## config.mk

```make
export PLATFORM = sky130hd
export DESIGN_NAME = fpu_issue_ctrl
export DESIGN_NICKNAME = d
export VERILOG_FILES = /design/src/rtl/fpu_issue_ctrl.sv
export SDC_FILE = /design/constraint.sdc
export NUM_CORES = 1
export LEC_CHECK = 0
export BUFFER_PORTS_ARGS = -buffer_cell sky130_fd_sc_hd__buf_2
export CELL_PAD_IN_SITES_DETAIL_PLACEMENT = 1
export CELL_PAD_IN_SITES_GLOBAL_PLACEMENT = 1
export CORE_MARGIN = 10
export CORE_UTILIZATION = 28
export CTS_CLUSTER_SIZE = 8
export DETAILED_ROUTE_END_ITERATION = 10
export HOLD_SLACK_MARGIN = 0.1
export MAX_ROUTING_LAYER = met4
export PLACE_DENSITY_LB_ADDON = 0.1
export SYNTH_ARGS = -nofsm -noshare
export SYNTH_HDL_FRONTEND = slang
export SYNTH_SLANG_ARGS = --single-unit
```

## constraint.sdc

```tcl
create_clock -name clk -period 1.45 [get_ports clk]
set_clock_uncertainty 0.05 [all_clocks]
set_input_delay 0.0725 -clock clk [delete_from_list [all_inputs] [get_ports clk]]
set_output_delay 0.0725 -clock clk [all_outputs]
set_load 0.02 [all_outputs]
```

## src/rtl/fpu_issue_ctrl.sv

```systemverilog
// -----------------------------------------------------------------------------
// fpu_issue_ctrl
//   Issue/response controller between a core and an RV32F floating-point unit.
//   It accepts one FP instruction at a time, decodes OP-FP / FLW / FSW, and
//   resolves the rounding mode. It then launches the FPU and waits a fixed
//   latency before presenting a response. It also owns the fcsr register,
//   which holds {frm, fflags}.
//
//   Configuration macro: FPU_DYN_RM_EN
//     defined   : rm=111 selects the dynamic rounding mode held in fcsr.frm
//     undefined : rm=111 is illegal, frm is constant 000, csr_wdata[7:5] unused
//
//   Parameter
//     FPU_LATENCY  cycles from fpu_start to f_flags valid for OP-FP (1..15)
//
//   Ports
//     clk, rst                       clock, synchronous active-high reset
//     issue_valid/issue_ready/instr  instruction handshake from the core
//     f_rs1/f_rs2/f_rd/f_funct_7     latched register fields to the FPU
//     f_frm_in, f_LW, f_SW           latched rounding mode and load/store decode
//     fpu_start                      one-cycle launch pulse
//     f_flags                        exception flags returned by the FPU
//     resp_valid/resp_ready/illegal  response handshake; illegal qualifies it
//     csr_we/csr_wdata/fcsr_out      fcsr write port and read-out
// -----------------------------------------------------------------------------
module fpu_issue_ctrl #(
  parameter int unsigned FPU_LATENCY = 3
) (
  input  logic        clk,
  input  logic        rst,
  input  logic        issue_valid,
  output logic        issue_ready,
  input  logic [31:0] instr,
  output logic [4:0]  f_rs1,
  output logic [4:0]  f_rs2,
  output logic [4:0]  f_rd,
  output logic [7:0]  f_funct_7,
  output logic [2:0]  f_frm_in,
  output logic        f_LW,
  output logic        f_SW,
  output logic        fpu_start,
  input  logic [4:0]  f_flags,
  output logic        resp_valid,
  input  logic        resp_ready,
  output logic        illegal,
  input  logic        csr_we,
  input  logic [7:0]  csr_wdata,
  output logic [7:0]  fcsr_out
);

  localparam logic [3:0] LAT_C       = 4'(FPU_LATENCY);
  localparam logic [6:0] OPC_OP_FP   = 7'b1010011;
  localparam logic [6:0] OPC_LOAD_FP = 7'b0000111;
  localparam logic [6:0] OPC_STORE_FP = 7'b0100111;

  typedef enum logic [1:0] {
    IDLE = 2'd0,
    EXEC = 2'd1,
    RESP = 2'd2
  } state_t;

  state_t      state_r;
  state_t      state_nx_s;
  logic [3:0]  count_r;
  logic        op_fp_r;
  logic [2:0]  frm_r;
  logic [4:0]  fflags_r;

  logic [6:0]  opcode_s;
  logic [2:0]  funct3_s;
  logic        is_opfp_s;
  logic        is_flw_s;
  logic        is_fsw_s;
  logic [2:0]  rm_res_s;
  logic        rm_ok_s;
  logic        legal_s;
  logic [2:0]  frm_dec_s;
  logic        accept_s;
  logic        accum_s;

  assign issue_ready = (state_r == IDLE);
  assign resp_valid  = (state_r == RESP);
  assign fcsr_out    = {frm_r, fflags_r};
  assign accept_s    = issue_valid && (state_r == IDLE);
  // Flags are folded in on the last EXEC cycle, the same edge that enters RESP.
  assign accum_s     = (state_r == EXEC) && (count_r == 4'd1) && op_fp_r;

  // Instruction decode and rounding-mode resolution.
  always_comb begin
    opcode_s  = instr[6:0];
    funct3_s  = instr[14:12];
    is_opfp_s = (opcode_s == OPC_OP_FP);
    is_flw_s  = (opcode_s == OPC_LOAD_FP) && (funct3_s == 3'b010);
    is_fsw_s  = (opcode_s == OPC_STORE_FP) && (funct3_s == 3'b010);
`ifdef FPU_DYN_RM_EN
    if (funct3_s == 3'b111) begin
      rm_res_s = frm_r;
    end else begin
      rm_res_s = funct3_s;
    end
`else
    rm_res_s = funct3_s;
`endif
    // 101/110/111 after resolution are reserved encodings.
    rm_ok_s = (rm_res_s <= 3'b100);
    legal_s = is_flw_s || is_fsw_s || (is_opfp_s && rm_ok_s);
    if (is_opfp_s && rm_ok_s) begin
      frm_dec_s = rm_res_s;
    end else begin
      frm_dec_s = 3'b000;
    end
  end

  // Next-state logic.
  always_comb begin
    state_nx_s = state_r;
    case (state_r)
      IDLE: begin
        if (accept_s) begin
          if (legal_s) begin
            state_nx_s = EXEC;
          end else begin
            state_nx_s = RESP;
          end
        end else begin
          state_nx_s = IDLE;
        end
      end
      EXEC: begin
        if (count_r == 4'd1) begin
          state_nx_s = RESP;
        end else begin
          state_nx_s = EXEC;
        end
      end
      RESP: begin
        if (resp_ready) begin
          state_nx_s = IDLE;
        end else begin
          state_nx_s = RESP;
        end
      end
      default: state_nx_s = IDLE;
    endcase
  end

  // State register, latency counter and launch pulse.
  always_ff @(posedge clk) begin
    if (rst) begin
      state_r   <= IDLE;
      count_r   <= 4'd0;
      fpu_start <= 1'b0;
      op_fp_r   <= 1'b0;
    end else begin
      state_r   <= state_nx_s;
      fpu_start <= accept_s && legal_s;
      if (accept_s) begin
        op_fp_r <= is_opfp_s && rm_ok_s;
        if (legal_s) begin
          count_r <= is_opfp_s ? LAT_C : 4'd1;
        end
      end else if ((state_r == EXEC) && (count_r != 4'd0)) begin
        count_r <= count_r - 4'd1;
      end
    end
  end

  // Decoded fields are captured at accept and held for the whole operation.
  always_ff @(posedge clk) begin
    if (rst) begin
      f_rs1     <= 5'd0;
      f_rs2     <= 5'd0;
      f_rd      <= 5'd0;
      f_funct_7 <= 8'd0;
      f_frm_in  <= 3'd0;
      f_LW      <= 1'b0;
      f_SW      <= 1'b0;
      illegal   <= 1'b0;
    end else if (accept_s) begin
      f_rs1     <= instr[19:15];
      f_rs2     <= instr[24:20];
      f_rd      <= instr[11:7];
      f_funct_7 <= {1'b0, instr[31:25]};
      f_frm_in  <= frm_dec_s;
      f_LW      <= is_flw_s;
      f_SW      <= is_fsw_s;
      illegal   <= !legal_s;
    end
  end

  // Sticky exception flags; a CSR write in the accumulating cycle merges both.
  always_ff @(posedge clk) begin
    if (rst) begin
      fflags_r <= 5'd0;
    end else if (csr_we) begin
      fflags_r <= csr_wdata[4:0] | (accum_s ? f_flags : 5'd0);
    end else if (accum_s) begin
      fflags_r <= fflags_r | f_flags;
    end
  end

`ifdef FPU_DYN_RM_EN
  // Dynamic rounding mode register; the in-flight op keeps its latched copy.
  always_ff @(posedge clk) begin
    if (rst) begin
      frm_r <= 3'd0;
    end else if (csr_we) begin
      frm_r <= csr_wdata[7:5];
    end
  end
`else
  logic unused_frm_s;
  assign frm_r        = 3'b000;
  assign unused_frm_s = ^csr_wdata[7:5];
`endif

endmodule

```

==> summary.md, run 1 <==
| Metric | Value |
|---|---|
| Synth Area in Compound Gates | `17.71%` |
| Synthesis-to-finish area growth | `60.93%` |
| Drt drc | `0` |
| Fin. Hold Viols | `0` |
| Via/cell ratio | `4.554` |
| Worst-skew pair later-pin latency | `0.29 ns` |
| Worst-path clk slew | `0.08 ns` |
| Sink Count | `41` |
| Share of cells above drive strength 1 | `34.80%` |
| Root buf cell | `clkbuf_8` |
| 1st-iter DRT viols | `50` |
| Max-slew violations | `0` |
| Critical path class | `reg2reg` |
| R2R cell count | `4` |
| Commonest cells post-synth | `56 x nand2_1, 41 x dfxtp_1, 36 x a21oi_1` |
| Yosys reg bits | `41` |
| Post-Synth Simple-Gate Area | `23.01%` |
| Fin nets | `394` |
| Gr ovfl total | `0` |
| H-tree depth | `2` |
| DIE HEIGHT | `98.96 µm` |
| Cell Area, Placed | `2316 µm²` |
| Distinct cell type count after synthesis | `40` |
| I/O Pins | `90` |
| Slowest stage delay, CP | `0.44 ns` |
| Ys flop type | `dfxtp_1` |
| Pre-antenna DRT Iters | `3` |
| Ant diodes | `0` |
| Post-synthesis adder-cell area fraction | `2.151%` |
| Cells taking the most area after synthesis | `dfxtp_1 47%, nand2_1 12%, a21oi_1 10%` |
| Total number of yosys warnings | `0` |
| Vias in the first global route | `2127` |
| Clock Path Buffers | `2` |
| Design area | `2809 µm²` |
| Post-route ant nets | `0` |
| Dominant cell type by area after synthesis | `dfxtp_1` |
| Period utilization | `101.3%` |
| Setup WS post-layout | `-0.01937 ns` |
| Status | `complete, but fails checks` |
| RSZ-0062 raised after global routing | `yes` |
| Seq/Total Area, Yosys | `47.03%` |
| Core Area | `5991 µm²` |
| Die width | `98.96 µm` |
| CTS tree | `built` |
| Num CTS Buffers | `5` |
| Largest net degree at the start of global routing | `18` |
| Die ar. | `9792 µm²` |
| Finished Layout Cells | `417` |
| Cell Area, Synth | `1745 µm²` |
| Failing checks | `setup timing` |
| Multiplexer area fraction after synthesis | `3.441%` |
| CP cell instances | `or3b_4 -> or2_4 -> o21bai_4 -> mux2i_1` |
| Leak Pwr | `0.001284 µW` |
| Vias | `1899` |
| First-pass GRT wire length | `10380 µm` |
| Top achievable clock speed | `0.6806 GHz` |
| Final HPWL DP | `4540 µm` |
| Power per cell area | `953.5 nW/µm²` |
| Avg Cell Area, Syn | `8.272 µm²` |
| Hold Slack | `0.1594 ns` |
| CP required | `1.62 ns` |
| Final Setup Violations | `1` |
| Standard-cell rows | `28` |
| Final min period | `1.469 ns` |
| Number of enable flip-flop cells after synthesis | `0` |
| Combinational family with the most area after synthesis | `simple AND/OR/NAND/NOR gates` |
| Initial antenna violation count | `0` |
| Ys async rst share | `0%` |
| Arrival @ worst endpoint | `1.64 ns` |
| Final Wtd Congestion | `0.7352` |
| Top cell type's share of synthesized area | `47.03%` |
| Post-Synth XOR/XNOR Area | `0%` |
| Placed insts | `372` |
| Average wire per standard cell | `15.30 µm` |
| Max FO, Critical Path | `6` |
| Overall power | `2678 µW` |
| Starting Density | `29.14%` |
| Hold Path Class | `in2reg` |
| Crit path capture type | `register` |
| Max rail drop VDD | `349.7 µV` |
| GRT Overall Usage | `13.13%` |
| Post-layout util | `46.89%` |
| Cell count of the worst hold path | `3` |
| Top-count cell post-synth | `nand2_1` |
| Syn Inst Count | `211` |
| Startpoint types | `register` |
| Routed Wire Length | `6381 µm` |
| Port Buf Inserts | `82` |
| Max Cap Viol | `0` |
| Slowest cell on crit path | `or3b_4` |
[final cells by class]
class                   instances  area [µm²]
clock buffers                   6       82.58
clock inverters                 2       13.76
fillers                       734        3182
inverters                       5       18.77
multi-input cells             150       849.6
flip-flops and latches         41       822.0
well taps                      75       93.84
repair buffers                138       928.4
[cell usage in the layout (no fill, tap or decap), types with 2 or more instances in the layout]
master,instances
buf_2,82
a21oi_1,36
nand3b_1,2
a22oi_1,2
ha_1,3
o21a_1,3
dlygate4sd3_1,36
nand2b_1,2
clkbuf_8,6
inv_1,5
a211oi_1,2
nor3_1,2
nand2_1,56
buf_4,18
mux2i_1,6
nor2_1,9
conb_1,4
buf_6,2
dfxtp_1,40
nor2b_1,2
[repair_timing]
item                       4_1_cts  5_1_grt
pin swaps                        0        5
hold buffers                    36        0
resized for setup                3        4
setup buffers                    0        1
cloned                           0        0
hold endpoints to repair        31        0
setup endpoints to repair       11       13
[per-stage QoR]
| stage | TNS, ns | worst slack, ns |
|---|---|---|
| 6_report | -0.01937 | -0.01937 |
| 5_1_grt | -0.3527 | -0.09849 |
| 4_1_cts | -0.03392 | -0.03392 |
| 3_5_place_dp | -0.5151 | -0.1001 |
| 3_3_place_gp | -0.2497 | -0.06221 |
| 2_1_floorplan | -0.6396 | -0.1181 |
[cells by family after synthesis]
family	after synthesis
simple gates	86
compound gates	51
flops	41
buf+inv	23
mux	6
fa+ha+maj	3
other cells	1
[per-layer routing]
metal  up-vias  global-route usage [%]  wire (µm)
met5         -                       -          0
met1       871                   15.58       3019
met4         0                   3.087         56
met2        63                   21.44       2954
met3         4                   3.701        352
li1        961                       -          -
[worst max-delay path: cells and delay by family, from the launching register on]
family	cells	cell delay [ns]
AOI/OAI and AO/OA	1	0.14
DFF	1	0.32
muxes	1	0.19
and+or+nand+nor	2	0.70
[worst paths after layout]
kind	start	endpoint	slack, ns
worst max-delay path	state_r[1]	count_r[1]	-0.02
worst max register to register	state_r[1]	count_r[1]	-0.02
worst min-delay path	csr_we	fflags_r[0]	0.16
worst min register to register	f_rs2[0]	f_rs2[0]	0.40
[power by group]
group | switching (µW) | leakage (µW) | total, µW | internal [µW]
Clock | 409 | 0.0000512 | 795 | 386
Sequential | 31.5 | 0.000335 | 1230 | 1190
Combinational | 361 | 0.000897 | 657 | 296
Total | 801 | 0.00128 | 2680 | 1880
[state kept, by name, indices dropped and copies added, names as in the netlist]
signal     flops
f_rs2          5
op_fp_r        1
f_funct_7      7
fflags_r       5
f_frm_in       3
f_rs1          5
count_r        4
fpu_start      1
f_LW           1
illegal        1
f_rd           5
f_SW           1
state_r        2
Power figures use the tool's default switching activity.
==> run 2, diff against run 1 <==
- CORE_ASPECT_RATIO: default -> 0.75
- RECOVER_POWER: default -> 50
==> run 2 against run 1 <==
Compared with the run above: the flow still finishes with violations (setup timing); critical path type unchanged; combinational power down 4.0%; core utilization down 0.15 points; largest cell class is now multi-input combinational cells; register-to-register slack worse by 0.02 ns; maximum frequency down 1.6%; global-route usage down 0.54 points.
==> summary.md, run 2 (synthesis gave the netlist of run 1 again) <==
| Metric | Value |
|---|---|
| Drt drc | `0 (unchanged)` |
| Core Area | `5916 µm² (was 5991 µm²)` |
| Post-layout util | `46.74% (was 46.89%)` |
| Num CTS Buffers | `5 (unchanged)` |
| Via/cell ratio | `4.535 (was 4.554)` |
| Die ar. | `9824 µm² (was 9792 µm²)` |
| Port Buf Inserts | `82 (unchanged)` |
| Initial antenna violation count | `0 (unchanged)` |
| CP cell instances | `or3b_4 -> or2_4 -> o21bai_4 -> buf_6 -> a211oi_2 (was or3b_4 -> or2_4 -> o21bai_4 -> mux2i_1)` |
| Ant diodes | `0 (unchanged)` |
| Setup WS post-layout | `-0.04393 ns (was -0.01937 ns)` |
| Share of cells above drive strength 1 | `24.93% (was 34.80%)` |
| Die width | `111.2 µm (was 98.96 µm)` |
| Slowest cell on crit path | `or3b_4 (unchanged)` |
| Vias | `1882 (was 1899)` |
| Max FO, Critical Path | `6 (unchanged)` |
| Power per cell area | `1014 nW/µm² (was 953.5 nW/µm²)` |
| Clock Path Buffers | `2 (unchanged)` |
| Failing checks | `setup timing (unchanged)` |
| Max_slew headroom | `57.24%` |
| I/O Pins | `90 (unchanged)` |
| Final Setup Violations | `3 (was 1)` |
| Switching Share | `27.66% (was 29.91%)` |
| GRT Overall Usage | `12.60% (was 13.13%)` |
| Max-slew violations | `0 (unchanged)` |
| Hold Path Class | `in2reg (unchanged)` |
| Period utilization | `103.0% (was 101.3%)` |
| Post-route ant nets | `0 (unchanged)` |
| H-tree depth | `2 (unchanged)` |
| Top Family by Delay on Critical Path | `simple AND/OR/NAND/NOR gates (unchanged)` |
| Most frequent cells in the layout | `56 x nand2_1, 49 x buf_2, 40 x dfxtp_1 (was 82 x buf_2, 56 x nand2_1, 40 x dfxtp_1)` |
| Standard-cell rows | `24 (was 28)` |
| CTS tree | `built (unchanged)` |
| Clock Power Share | `33.6% (was 29.7%)` |
| Status | `complete, but fails checks (unchanged)` |
| Critical path class | `reg2reg (unchanged)` |
| Worst-skew pair later-pin latency | `0.28 ns (was 0.29 ns)` |
| Part of the power in registers | `43.9% (was 45.8%)` |
| DIE HEIGHT | `88.38 µm (was 98.96 µm)` |
| Startpoint types | `register (unchanged)` |
| RSZ-0062 raised after global routing | `yes (unchanged)` |
| Cell count of the worst hold path | `4 (was 3)` |
| Slowest stage delay, CP | `0.44 ns (about the same)` |
| Crit path capture type | `register (unchanged)` |
| Largest net degree at the start of global routing | `24 (was 18)` |
| Most flops, register | `f_funct_7 (unchanged)` |
| Worst path bufs/invs | `1 (was 0)` |
| Root buf cell | `clkbuf_8 (unchanged)` |
| Average wire per standard cell | `15.13 µm (was 15.30 µm)` |
| R2R cell count | `5 (was 4)` |
| Top achievable clock speed | `0.6694 GHz (was 0.6806 GHz)` |
| Synthesis-to-finish area growth | `58.42% (was 60.93%)` |
| Leading cell type in the layout, fill and taps excluded | `nand2_1 (was buf_2)` |
| Sink Count | `41 (unchanged)` |
| Vias in the first global route | `1979 (was 2127)` |
| Starting Density | `29.51% (was 29.14%)` |
| CP required | `1.56 ns (was 1.62 ns)` |
| Hold Slack | `0.1222 ns (was 0.1594 ns)` |
| Int Pwr | `2029 µW (was 1877 µW)` |
| Final Wtd Congestion | `0.7781 (was 0.7352)` |
| Combinational fraction of design power | `22.5% (was 24.5%)` |
| Arrival @ worst endpoint | `1.60 ns (was 1.64 ns)` |
| Worst-path clk slew | `0.08 ns (about the same)` |
| Placed insts | `370 (was 372)` |
| Gr ovfl total | `0 (unchanged)` |
| First-pass GRT wire length | `9922 µm (was 10380 µm)` |
| Worst slew pin tran | `0.6390 ns` |
| Final min period | `1.494 ns (was 1.469 ns)` |
| Post-Place Setup Slack | `-0.09664 ns (was -0.1001 ns)` |
| Pre-antenna DRT Iters | `4 (was 3)` |
| Leak Pwr | `0.001135 µW (was 0.001284 µW)` |
| Fin nets | `389 (was 394)` |
| Net Sw Power | `775.5 µW (was 800.9 µW)` |
| Final HPWL DP | `4587 µm (was 4540 µm)` |
| Finished Layout Cells | `415 (was 417)` |
| WP depth | `5 (was 4)` |
| Max FFs per register | `7 (unchanged)` |
| Max rail drop VDD | `503.7 µV (was 349.7 µV)` |
| 1st-iter DRT viols | `65 (was 50)` |
| Routed Wire Length | `6281 µm (was 6381 µm)` |
| Max Cap Viol | `0 (unchanged)` |
| Fin. Hold Viols | `0 (unchanged)` |
==> run 2: cell types whose count changed in the layout (fill, tap and decap cells not counted) <==
cell	previous run	this run
nor2_2	1	3
buf_6	2	3
a211oi_1	2	1
buf_2	82	49
nor2_1	9	7
clkinv_2	1	0
bufinv_16	0	1
a211oi_2	0	1
buf_4	18	13
dlygate4sd3_1	36	35
clkbuf_1	0	34
clkinv_4	1	0
==> run 2: worst paths after layout <==
path | slack (ns) | from | end
max | -0.04 | state_r[1] | count_r[3]
min | 0.12 | instr[14] | f_frm_in[1]
max reg2reg | -0.04 | state_r[1] | count_r[3]
min reg2reg | 0.40 | f_SW | f_SW
==> run 2: layer usage <==
layer	GRT usage (%)	wire [µm]
met4	1.863	32
met1	15.51	3043
met3	3.651	291
met5	-	0
met2	20.55	2913
==> run 2: tightest hold or removal path: cells and delay by family <==
| family | cells | cell delay, ns |
|---|---|---|
| and+or+nand+nor | 2 | 0.17 |
| buffers and inverters | 1 | 0.10 |
| AOI/OAI and AO/OA | 1 | 0.06 |
==> run 2: area by class of cell <==
| type | count | area, µm² |
|---|---|---|
| clock buffer | 7 | 86.33 |
| clock inverter | 1 | 30.03 |
| fill | 742 | 3151 |
| inverter | 5 | 18.77 |
| multi-input combinational | 150 | 859.6 |
| sequential | 41 | 822.0 |
| tap | 78 | 97.59 |
| timing repair buffer | 133 | 850.8 |
==> run 2: power groups by stage <==
stage | registers (µW) | clock network (µW) | logic (µW)
finish | 1230 | 943 | 631
global route | 1240 | 1030 | 693
CTS | 1230 | 982 | 636
detailed placement | 1250 | 0 | 556
global placement | 1250 | 0 | 550
floorplan | 1330 | 0 | 265
==> run 2: what timing repair did <==
action	4_1_cts	5_1_grt
hold buffers	35	0
gates resized for setup	2	9
hold endpoints to repair	31	0
endpoints found under the setup margin	9	12
buffers inserted	0	2
pin swaps	0	6
==> run 2: through the flow <==
| step | setup TNS (ns) | instance area, µm² | total power (µW) |
|---|---|---|---|
| global placement | -0.2715 | 2282 | 1801 |
| CTS | -0.03640 | 2760 | 2844 |
| global route | -0.4437 | 2765 | 2964 |
| finish | -0.06796 | 2765 | 2804 |
| detailed placement | -0.4572 | 2282 | 1808 |
| floorplan | -0.6396 | 1769 | 1592 |
==> run 3, diff against run 2 <==
- CORE_UTILIZATION: 28 -> 31
- clock period: 1.45 -> 1.4 ns (I/O delays scaled with it)
==> run 3 against run 2 <==
Compared with the run above: the run still ends with setup timing left; power shrank 2.3%; sequential share of layout area shrank 0.67 points; combinational power grew 15%; sequential power grew 3%; count of clock-buffer cells in the layout shrank 1; non-clock buffer count grew 7; final area grew 2.3%; clock power shrank 22%; critical endpoint is now count_r[1]; largest power group unchanged.
==> summary.md, run 3 (synthesis gave the netlist of run 1 again) <==
| Metric | Value |
|---|---|
| Status | `complete, but fails checks (unchanged)` |
| Failing checks | `setup timing (unchanged)` |
| Final min period | `1.452 ns (was 1.494 ns)` |
| Hold Path Class | `in2reg (unchanged)` |
| Worst flop-to-flop path endpoint | `count_r[1] (was count_r[3])` |
| Largest net degree at the start of global routing | `19 (was 24)` |
| Fin nets | `396 (was 389)` |
| Arrival @ worst endpoint | `1.62 ns (was 1.60 ns)` |
| First-pass GRT wire length | `10520 µm (was 9922 µm)` |
| Final Setup Violations | `6 (was 3)` |
| Critical path class | `reg2reg (unchanged)` |
| Net Sw Power | `824.4 µW (was 775.5 µW)` |
| Worst-path clk slew | `0.08 ns (about the same)` |
| I/O Pins | `90 (unchanged)` |
| DIE HEIGHT | `84.99 µm (was 88.38 µm)` |
| Max Cap Viol | `0 (unchanged)` |
| Gr ovfl total | `0 (unchanged)` |
| Pre-antenna DRT Iters | `4 (unchanged)` |
| GRT Overall Usage | `14.47% (was 12.60%)` |
| Ant diodes | `0 (unchanged)` |
| Leading cell type in the layout, fill and taps excluded | `nand2_1 (unchanged)` |
| Startpoint types | `register (unchanged)` |
| CP required | `1.57 ns (was 1.56 ns)` |
| Die width | `106.6 µm (was 111.2 µm)` |
| Max_slew headroom | `56.66% (was 57.24%)` |
| Top achievable clock speed | `0.6887 GHz (was 0.6694 GHz)` |
| Setup_tns | `-0.1244 ns (was -0.06796 ns)` |
| # fillers | `692 (was 742)` |
| Combinational fraction of design power | `26.5% (was 22.5%)` |
| Final HPWL DP | `4496 µm (was 4587 µm)` |
| Clock Path Buffers | `2 (unchanged)` |
| Crit path capture type | `register (unchanged)` |
| Share of cells above drive strength 1 | `27.91% (was 24.93%)` |
| Root buf cell | `clkbuf_8 (unchanged)` |
| Core Area | `5410 µm² (was 5916 µm²)` |
| Worst r2r src | `state_r[1] (unchanged)` |
| Clock Power Share | `26.9% (was 33.6%)` |
| Leak Pwr | `0.001175 µW (was 0.001135 µW)` |
| Switching Share | `30.09% (was 27.66%)` |
| R2R cell count | `4 (was 5)` |
| Via/cell ratio | `4.597 (was 4.535)` |
| Max FO, Critical Path | `6 (unchanged)` |
| Max FFs per register | `7 (unchanged)` |
| CP endpoint | `count_r[1] (was count_r[3])` |
| Synthesis-to-finish area growth | `62.08% (was 58.42%)` |
| Routed Wire Length | `6581 µm (was 6281 µm)` |
| Sink Count | `41 (unchanged)` |
| Setup WS post-layout | `-0.05194 ns (was -0.04393 ns)` |
| Average wire per standard cell | `15.71 µm (was 15.13 µm)` |
| Cell Area, Placed | `2308 µm² (was 2282 µm²)` |
| Die ar. | `9063 µm² (was 9824 µm²)` |
| Starting Density | `32.26% (was 29.51%)` |
| Crit path from | `state_r[1] (unchanged)` |
| Max-slew violations | `0 (unchanged)` |
| Post-layout util | `52.29% (was 46.74%)` |
| 1st-iter DRT viols | `64 (was 65)` |
| Max rail drop VDD | `341.1 µV (was 503.7 µV)` |
| Period utilization | `103.7% (was 103.0%)` |
| Port Buf Inserts | `82 (unchanged)` |
| Initial antenna violation count | `0 (unchanged)` |
| Power per cell area | `968.3 nW/µm² (was 1014 nW/µm²)` |
| Standard-cell rows | `23 (was 24)` |
| Post-route ant nets | `0 (unchanged)` |
| Most frequent cells in the layout | `56 x nand2_1, 51 x buf_2, 40 x dfxtp_1 (was 56 x nand2_1, 49 x buf_2, 40 x dfxtp_1)` |
| Design area | `2829 µm² (was 2765 µm²)` |
| RSZ-0062 raised after global routing | `yes (unchanged)` |
| Part of the power in registers | `46.5% (was 43.9%)` |
| Drt drc | `0 (unchanged)` |
| Num CTS Buffers | `5 (unchanged)` |
| H-tree depth | `2 (unchanged)` |
| Final Wtd Congestion | `0.7238 (was 0.7781)` |
| Hold Slack | `0.1493 ns (was 0.1222 ns)` |
| Most flops, register | `f_funct_7 (unchanged)` |
| Placed insts | `371 (was 370)` |
| Finished Layout Cells | `419 (was 415)` |
| Fin. Hold Viols | `0 (unchanged)` |
| Worst-skew pair later-pin latency | `0.28 ns (about the same)` |
| Worst slew pin tran | `0.6476 ns (was 0.6390 ns)` |
| Vias | `1926 (was 1882)` |
| Int Pwr | `1915 µW (was 2029 µW)` |
| CTS tree | `built (unchanged)` |
| Reg2Reg Setup Slack | `-0.05 ns (was -0.04 ns)` |
| Vias in the first global route | `2116 (was 1979)` |
run 3: power by group through the flow:
stage	clock [µW]	combinational, µW	sequential [µW]
2_1_floorplan	0	274	1370
3_3_place_gp	0	574	1290
3_5_place_dp	0	581	1300
4_1_cts	771	686	1270
5_1_grt	826	790	1280
6_report	738	727	1270
run 3: final cells by class:
type	instances	area (µm²)	share of cell area, %
Clock inverter	2	10.01	0.3538
Multi-Input combinational cell	150	873.3	30.87
Timing Repair Buffer	140	938.4	33.17
Inverter	5	18.77	0.6634
Sequential cell	41	822.0	29.06
Clock buffer	6	72.57	2.565
Tap cell	75	93.84	3.317
run 3: per-stage QoR:
step	setup slack, ns	power (µW)
detailed placement	-0.1836	1878
finish	-0.05194	2739
global placement	-0.1077	1867
CTS	-0.05764	2726
floorplan	-0.1681	1649
global route	-0.1268	2900
run 3: repair_timing:
| action | CTS | global route |
|---|---|---|
| gates cloned | 1 | 1 |
| hold buffers | 35 | 0 |
| endpoints found under the hold margin | 31 | 0 |
| resized for setup | 4 | 15 |
| buffers inserted | 1 | 2 |
| pin swaps | 4 | 3 |
| endpoints found under the setup margin | 14 | 38 |
run 3: critical path, cell delays in order, from the launching register on:
cell      delay, ns
dfxtp_2        0.32
or3b_4         0.43
or2_4          0.26
o21bai_4       0.14
mux2i_1        0.18
run 3: how the worst min path moves through the flow:
| stage | from | to | slack [ns] | cells after the start |
|---|---|---|---|---|
| final | rst | f_rd[0] | 0.15 | 2 |
| after global routing | rst | f_rs1[4] | 0.16 | 2 |
| after CTS | rst | f_funct_7[6] | 0.13 | 2 |
| after detailed placement | f_flags[2] | fflags_r[2] | 0.27 | 3 |
| after global placement | f_flags[4] | fflags_r[4] | 0.26 | 3 |
| after floorplan | instr[25] | f_funct_7[0] | 0.16 | 2 |
run 3: metal layers:
layer,up-vias,GRT usage [%],share of wire (%)
met5,-,-,0
met4,0,3.313,0.46
met3,2,3.776,4.8
met2,60,24.18,47
met1,894,17.02,47
li1,970,-,-
